**config.mk**
```make
export PLATFORM = sky130hd
export DESIGN_NAME = tcp_tx_credit_sched
export DESIGN_NICKNAME = d
export VERILOG_FILES = /design/src/rtl/tcp_tx_credit_sched_pkg.sv /design/src/rtl/tcp_tx_credit_sched_rr_pick.sv /design/src/rtl/tcp_tx_credit_sched.sv
export SDC_FILE = /design/constraint.sdc
export NUM_CORES = 1
export LEC_CHECK = 0
export ABC_CLOCK_PERIOD_IN_PS = 17630
export CAP_MARGIN = 20
export CORE_ASPECT_RATIO = 1.1
export CORE_MARGIN = 5
export CORE_UTILIZATION = 58
export CTS_CLUSTER_SIZE = 8
export DETAILED_ROUTE_END_ITERATION = 16
export GPL_TIMING_DRIVEN = 0
export PLACE_DENSITY = 0.84
export SYNTH_ARGS = -nofsm -noshare
export SYNTH_HDL_FRONTEND = slang
export SYNTH_SLANG_ARGS = --single-unit
```
**constraint.sdc**
```tcl
create_clock -name aclk -period 17.63 [get_ports aclk]
set_input_delay 5.289 -clock aclk [delete_from_list [all_inputs] [get_ports aclk]]
set_output_delay 5.289 -clock aclk [all_outputs]
set_load 0.01 [all_outputs]
```
**src/rtl/tcp_tx_credit_sched_pkg.sv**
```systemverilog
// Shared TCP TX scheduler definitions: in-flight record layout and defaults.
package tcp_tx_credit_sched_pkg;

    localparam int unsigned TCP_TX_STAT_ERR_BITS = 2;
    localparam int unsigned TCP_TX_MAX_CREDIT    = 65536;

    localparam int unsigned TCP_TX_REC_ID_W  = 8;
    localparam int unsigned TCP_TX_REC_LEN_W = 32;

    // Fixed-width record so every build shares one layout; instances use the low bits.
    typedef struct packed {
        logic [TCP_TX_REC_ID_W-1:0]  id;
        logic [TCP_TX_REC_LEN_W-1:0] len;
    } tcp_tx_sched_rec_t;

endpackage

```
**src/rtl/tcp_tx_credit_sched_rr_pick.sv**
```systemverilog
// Combinational round-robin picker: first eligible index at or after ptr.
module tcp_tx_rr_pick #(
    parameter int unsigned N       = 4,
    parameter int unsigned ID_BITS = $clog2(N)
)(
    input  logic [N-1:0]       elig,
    input  logic [ID_BITS-1:0] ptr,
    output logic [N-1:0]       grant,
    output logic [ID_BITS-1:0] idx,
    output logic               any
);

    always_comb begin : pick
        int unsigned j;
        grant = '0;
        idx   = '0;
        any   = 1'b0;
        j     = 0;
        for (int unsigned k = 0; k < N; k++) begin
            j = (32'(ptr) + k) % N;
            if (!any && elig[j]) begin
                any      = 1'b1;
                grant[j] = 1'b1;
                idx      = ID_BITS'(j);
            end
        end
    end

endmodule

```
**src/rtl/tcp_tx_credit_sched.sv**
```systemverilog
// Per-region credit-limited round-robin TX-meta scheduler with in-order
// status routing and credit refund.
module tcp_tx_credit_sched
    import tcp_tx_credit_sched_pkg::*;
#(
    parameter int unsigned N_REGIONS   = 4,
    parameter int unsigned ID_BITS     = $clog2(N_REGIONS),
    parameter int unsigned SID_BITS    = 16,
    parameter int unsigned LEN_BITS    = 16,
    parameter int unsigned CREDIT_BITS = 20,
    parameter int unsigned MAX_CREDIT  = TCP_TX_MAX_CREDIT,
    parameter int unsigned QDEPTH      = 32
)(
    input  logic                              aclk,
    input  logic                              areset,
    input  logic [N_REGIONS-1:0]              s_req_valid,
    output logic [N_REGIONS-1:0]              s_req_ready,
    input  logic [N_REGIONS*SID_BITS-1:0]     s_req_sid,
    input  logic [N_REGIONS*LEN_BITS-1:0]     s_req_len,
    output logic                              m_meta_valid,
    input  logic                              m_meta_ready,
    output logic [SID_BITS-1:0]               m_meta_sid,
    output logic [LEN_BITS-1:0]               m_meta_len,
    output logic                              m_sel_valid,
    input  logic                              m_sel_ready,
    output logic [ID_BITS-1:0]                m_sel_id,
    output logic [LEN_BITS-1:0]               m_sel_len,
    input  logic                              s_stat_valid,
    output logic                              s_stat_ready,
    input  logic [SID_BITS-1:0]               s_stat_sid,
    input  logic [LEN_BITS-1:0]               s_stat_len,
    input  logic [TCP_TX_STAT_ERR_BITS-1:0]   s_stat_err,
    output logic [N_REGIONS-1:0]              m_stat_valid,
    input  logic [N_REGIONS-1:0]              m_stat_ready,
    output logic [SID_BITS-1:0]               m_stat_sid,
    output logic [LEN_BITS-1:0]               m_stat_len,
    output logic [TCP_TX_STAT_ERR_BITS-1:0]   m_stat_err,
    output logic [N_REGIONS*CREDIT_BITS-1:0]  credit,
    output logic                              err_oversize,
    output logic                              err_orphan
);

    localparam int unsigned QA = $clog2(QDEPTH);
    localparam logic [CREDIT_BITS:0] MAXC = (CREDIT_BITS+1)'(MAX_CREDIT);

    logic [LEN_BITS-1:0]    req_len  [N_REGIONS];
    logic [SID_BITS-1:0]    req_sid  [N_REGIONS];
    logic [CREDIT_BITS-1:0] credit_r [N_REGIONS];
    logic [CREDIT_BITS:0]   credit_nxt [N_REGIONS];
    logic [N_REGIONS-1:0]   oversize, cand, pick_grant;
    logic [ID_BITS-1:0]     rr_ptr, pick_idx;
    logic                   pick_any;

    tcp_tx_sched_rec_t q_mem [QDEPTH];
    tcp_tx_sched_rec_t head, push_rec;
    logic [QA-1:0]     wr_ptr, rd_ptr;
    logic [QA:0]       q_count;
    logic              q_full, q_empty;

    logic grant_ok, win_over, do_load, do_pop, orphan, stat_route;
    logic [LEN_BITS-1:0] win_len;
    logic [SID_BITS-1:0] win_sid;

    always_comb begin
        for (int unsigned i = 0; i < N_REGIONS; i++) begin
            req_len[i] = s_req_len[i*LEN_BITS +: LEN_BITS];
            req_sid[i] = s_req_sid[i*SID_BITS +: SID_BITS];
            credit[i*CREDIT_BITS +: CREDIT_BITS] = credit_r[i];
            oversize[i] = 64'(req_len[i]) > 64'(MAX_CREDIT);
            // Oversize requests compete too so they get accepted and dropped.
            cand[i] = s_req_valid[i] && (oversize[i] || 64'(req_len[i]) <= 64'(credit_r[i]));
        end
    end

    tcp_tx_rr_pick #(
        .N       (N_REGIONS),
        .ID_BITS (ID_BITS)
    ) u_rr_pick (
        .elig  (cand),
        .ptr   (rr_ptr),
        .grant (pick_grant),
        .idx   (pick_idx),
        .any   (pick_any)
    );

    assign q_full  = (q_count == (QA+1)'(QDEPTH));
    assign q_empty = (q_count == '0);
    assign head    = q_mem[rd_ptr];

    always_comb begin
        win_len  = req_len[pick_idx];
        win_sid  = req_sid[pick_idx];
        win_over = oversize[pick_idx];
        grant_ok = pick_any && !areset && !q_full
                   && (!m_meta_valid || m_meta_ready)
                   && (!m_sel_valid  || m_sel_ready);
        do_load  = grant_ok && !win_over;
        s_req_ready = grant_ok ? pick_grant : '0;

        push_rec     = '0;
        push_rec.id  = TCP_TX_REC_ID_W'(pick_idx);
        push_rec.len = TCP_TX_REC_LEN_W'(win_len);
    end

    always_comb begin
        stat_route   = s_stat_valid && !q_empty && !areset;
        orphan       = s_stat_valid &&  q_empty && !areset;
        m_stat_valid = '0;
        s_stat_ready = !areset && q_empty;
        for (int unsigned i = 0; i < N_REGIONS; i++) begin
            if (!q_empty && !areset && head.id == TCP_TX_REC_ID_W'(i)) begin
                m_stat_valid[i] = s_stat_valid;
                s_stat_ready    = m_stat_ready[i];
            end
        end
        do_pop     = stat_route && s_stat_ready;
        m_stat_sid = s_stat_sid;
        m_stat_len = s_stat_len;
        m_stat_err = s_stat_err;
    end

    // Debit and refund on one region in one cycle combine in one extra bit.
    always_comb begin
        for (int unsigned i = 0; i < N_REGIONS; i++) begin
            credit_nxt[i] = {1'b0, credit_r[i]};
            if (do_load && pick_idx == ID_BITS'(i))
                credit_nxt[i] = credit_nxt[i] - (CREDIT_BITS+1)'(win_len);
            if (do_pop && head.id == TCP_TX_REC_ID_W'(i))
                credit_nxt[i] = credit_nxt[i] + (CREDIT_BITS+1)'(head.len);
        end
    end

    always_ff @(posedge aclk) begin
        if (areset) begin
            for (int unsigned i = 0; i < N_REGIONS; i++)
                credit_r[i] <= MAXC[CREDIT_BITS-1:0];
            m_meta_valid <= 1'b0;
            m_meta_sid   <= '0;
            m_meta_len   <= '0;
            m_sel_valid  <= 1'b0;
            m_sel_id     <= '0;
            m_sel_len    <= '0;
            rr_ptr       <= '0;
            wr_ptr       <= '0;
            rd_ptr       <= '0;
            q_count      <= '0;
            err_oversize <= 1'b0;
            err_orphan   <= 1'b0;
        end else begin
            for (int unsigned i = 0; i < N_REGIONS; i++) begin
                assert (credit_nxt[i] <= MAXC);
                credit_r[i] <= credit_nxt[i][CREDIT_BITS-1:0];
            end

            if (do_load) begin
                m_meta_valid <= 1'b1;
                m_meta_sid   <= win_sid;
                m_meta_len   <= win_len;
                m_sel_valid  <= 1'b1;
                m_sel_id     <= pick_idx;
                m_sel_len    <= win_len;
            end else begin
                if (m_meta_ready) m_meta_valid <= 1'b0;
                if (m_sel_ready)  m_sel_valid  <= 1'b0;
            end

            if (grant_ok)
                rr_ptr <= (pick_idx == ID_BITS'(N_REGIONS-1)) ? '0 : pick_idx + 1'b1;
            if (grant_ok && win_over)
                err_oversize <= 1'b1;
            if (orphan)
                err_orphan <= 1'b1;

            if (do_load) wr_ptr <= wr_ptr + 1'b1;
            if (do_pop)  rd_ptr <= rd_ptr + 1'b1;
            unique case ({do_load, do_pop})
                2'b10:   q_count <= q_count + 1'b1;
                2'b01:   q_count <= q_count - 1'b1;
                default: q_count <= q_count;
            endcase
        end
    end

    always_ff @(posedge aclk) begin
        if (do_load)
            q_mem[wr_ptr] <= push_rec;
    end

endmodule
```
==> metrics.md <==
| Metric | Value |
|---|---|
| Status | completed |
| Cell area power density | 165 nW/um^2 |
| Routability cong. | 1.01 |
| Ys async rst share | 0 |
| Clock share of power | 0.231 |
| Starting density of the core | 0.584 |
| CP arrival | 10.62 ns |
| Reg-to-Reg Start | credit_r[0][1] |
| R2r endpoint | credit_r[1][18] |
| Worst vdd ir | 0.122 mV |
| Reg2reg setup slack | 6.39 ns |
| FF-to-FF path depth | 39 |
| Drt total wl | 128 mm |
| Comb power frac | 0.453 |
| Residual DRC | 0 |
| Yosys reg bits | 716 |
| F_max | 62.9 MHz |
| Initial DRC count | 3715 |
| Avg Inst Size Synth | 12.5 um^2 |
| All-Layer GR Usage | 0.352 |
| Worst hold slack | 0.465 ns |
| Clock Sinks | 716 |
| Final setup viols | 0 |
| Hold/Removal Path Class | flip-flop to flip-flop |
| Netlist cell types | 96 |
| Max-capacitance violation count | 0 |
| Finished Cell Area | 46300 um^2 |
| Slew @ Worst Pin | 1.17 ns |
| Post-synthesis sequential area ratio | 0.531 |
| Crit path launch | s_req_len[62] |
| Worst setup SP type | primary input |
| Most common cell after layout, fill and taps aside | edfxtp_1 |
| Vias per inst | 6.62 |
| Die area | 70500 um^2 |
| Net count, final | 3896 |
| Crit-path max FO | 10 |
| Unrepaired setup endpoints after global routing | false |
| WL per Instance | 29.0 um |
| Clock latency at the later pin of the worst-skew pair | 0.67 ns |
| Syn Std Cell Area | 37900 um^2 |
| Vias in the first global route | 29100 |
| Sw frac | 0.397 |
| Clock skew | 0.0260 ns |
| Utilization after layout | 0.714 |
| CP Class | primary input to primary output |
| Post-synth EDFFs | 576 |
| Core area | 64900 um^2 |
| Hold buffers post-CTS | 0 |
| First-pass GRT wire length | 184 mm |
| Number of port buffers | 316 |
| Initial antenna violation count | 1 |
| TritonCTS clock tree | built |
| Final slew viol count | 0 |
| Fin cells | 4404 |
| Largest net degree at the start of global routing | 43 |
| Sum Neg Setup Slack | 0 ns |
| Synth Flop Type | edfxtp_1 |
| Tmin final | 15.91 ns |
| Via Count | 29100 |
| Root Driver | clkbuf_16 |
| Row cnt | 98 |
| Post-Place Cells | 4236 |
| Worst Path Required | 12.34 ns |
| Worst Setup EP | s_req_ready[0] |
| Die W | 254 um |
| Clk slew on worst S/H paths | 0.05 ns |
| IO Pins | 352 |
| Total grt overflow | 0 |
| DRT antenna net count | 0 |
| Htree depth | 3 |
| Seq pwr share | 0.316 |
| Internal power | 4.61 mW |
| Final Hold Fails | 0 |
| Max-slew headroom | 0.218 |
| Clock buffer depth | 3 |
| Sw power | 3.04 mW |
| Yosys Warn Count | 0 |
| Syn_nets | 3425 |
| Fraction of layout cells with a size suffix above 1 | 0.145 |
| Most frequent cells in the layout | edfxtp_1, nand2_1, clkdlybuf4s50_1 |
| Placed Area | 43400 um^2 |
| Area growth, synth to finish | 22.2% |
| Leak pwr | 16.5 nW |
| CTS resizes | 0 |
| CTS Buf Count | 99 |
| Die height | 278 um |
| DP HPWL | 91.4 mm |
| Post-Synthesis Cells | 3023 |
| Worst Setup End Kind | primary output |
| # Post-CTS Setup Buffers | 0 |
| Final period util | 0.902 |
| First-pass iteration count of the detailed router | 8 |
layout make-up:
class | count | area [um^2]
diodes | 1 | 2.50
clock buffers | 153 | 2680
flip-flops and latches | 716 | 20100
clock inverters | 7 | 116
fillers | 4147 | 18600
inverters | 170 | 638
multi-input cells | 1961 | 16600
plain buffers | 176 | 865
well taps | 850 | 1060
repair buffers | 370 | 4260
cells in the mapped netlist (45+ instances only):
| master | count | area [um^2] |
|---|---|---|
| nand3_1 | 45 | 225 |
| nor2_1 | 182 | 683 |
| buf_4 | 53 | 398 |
| a21o_1 | 50 | 375 |
| nand2_1 | 331 | 1240 |
| edfxtp_1 | 576 | 17300 |
| a211oi_1 | 50 | 375 |
| o21ai_0 | 75 | 375 |
| mux4_2 | 183 | 4120 |
| dfxtp_1 | 140 | 2800 |
| ha_1 | 218 | 2730 |
| and3_1 | 50 | 313 |
| clkbuf_1 | 98 | 368 |
| a21oi_1 | 187 | 936 |
| inv_1 | 165 | 619 |
| xnor2_1 | 99 | 867 |
kinds of logic (layout without fill, tap and decap cells):
| group | Yosys count | count (layout) | synth area share |
|---|---|---|---|
| AND/OR/NAND/NOR | 783 | 783 | 0.0957 |
| flip-flops | 716 | 716 | 0.531 |
| AO/OA/AOI/OAI | 590 | 590 | 0.105 |
| buffers and inverters | 346 | 876 | 0.0396 |
| adder cells (fa/ha/maj) | 228 | 228 | 0.0770 |
| multiplexers | 226 | 226 | 0.121 |
| XOR/XNOR | 133 | 133 | 0.0308 |
| other | 1 | 2 | 0.0000990 |
worst min path at each step:
stage	startpoint	to	slack (ns)	depth (start not counted)
after detailed placement	err_orphan	err_orphan	0.46	2
after CTS	m_sel_id[1]	m_sel_id[1]	0.47	2
after floorplan	q_count[5]	q_count[5]	0.47	2
after global placement	m_sel_id[1]	m_sel_id[1]	0.45	2
final	m_sel_id[1]	m_sel_id[1]	0.47	2
after global routing	m_sel_id[1]	m_sel_id[1]	0.50	2
through the flow:
| stage | worst slack, ns | power [mW] |
|---|---|---|
| finish | 1.72 | 7.65 |
| global route | 1.34 | 8.00 |
| CTS | 1.88 | 7.57 |
| detailed placement | 1.42 | 5.78 |
| global placement | -1.65 | 5.53 |
| floorplan | 3.08 | 4.53 |
worst max-delay path, cell delays in order:
cell and delay, ns:
clkdlybuf4s50_1 0.46, ha_1 0.32, nand4_1 0.26, nor4_2 0.56, nand4_1 0.32, o31a_1 0.29
nor2_1 0.21, nor2_1 0.18, a221o_1 0.39, nor2b_1 0.18, clkbuf_1 0.56, buf_1 0.80
o21a_1 0.22, clkdlybuf4s50_1 0.56
metal layers:
layer / vias to the layer above / GRT usage / routed length, um
li1: 12400 / - / -
met1: 14200 / 0.418 / 43100
met2: 2074 / 0.598 / 62700
met3: 508 / 0.0662 / 12500
met4: 2 / 0.210 / 9420
met5: - / 0 / 20
registers in the layout, indices dropped and copies added, names as in the netlist, named ones only:
name / flops
wr_ptr: 5
q_count: 6
rd_ptr: 5
rr_ptr: 2
q_mem: 576
err_orphan: 1
m_meta_valid: 1
m_sel_id: 2
credit_r: 80
m_sel_valid: 1
m_sel_len: 16
m_meta_sid: 16
power groups by stage:
| stage | registers (mW) | clock network, mW | logic [mW] |
|---|---|---|---|
| 2_1_floorplan | 2.44 | 0 | 2.09 |
| 3_3_place_gp | 2.49 | 0 | 3.04 |
| 3_5_place_dp | 2.44 | 0 | 3.34 |
| 4_1_cts | 2.41 | 1.76 | 3.39 |
| 5_1_grt | 2.42 | 1.86 | 3.72 |
| 6_report | 2.42 | 1.77 | 3.47 |
Power figures use the tool's default switching activity.
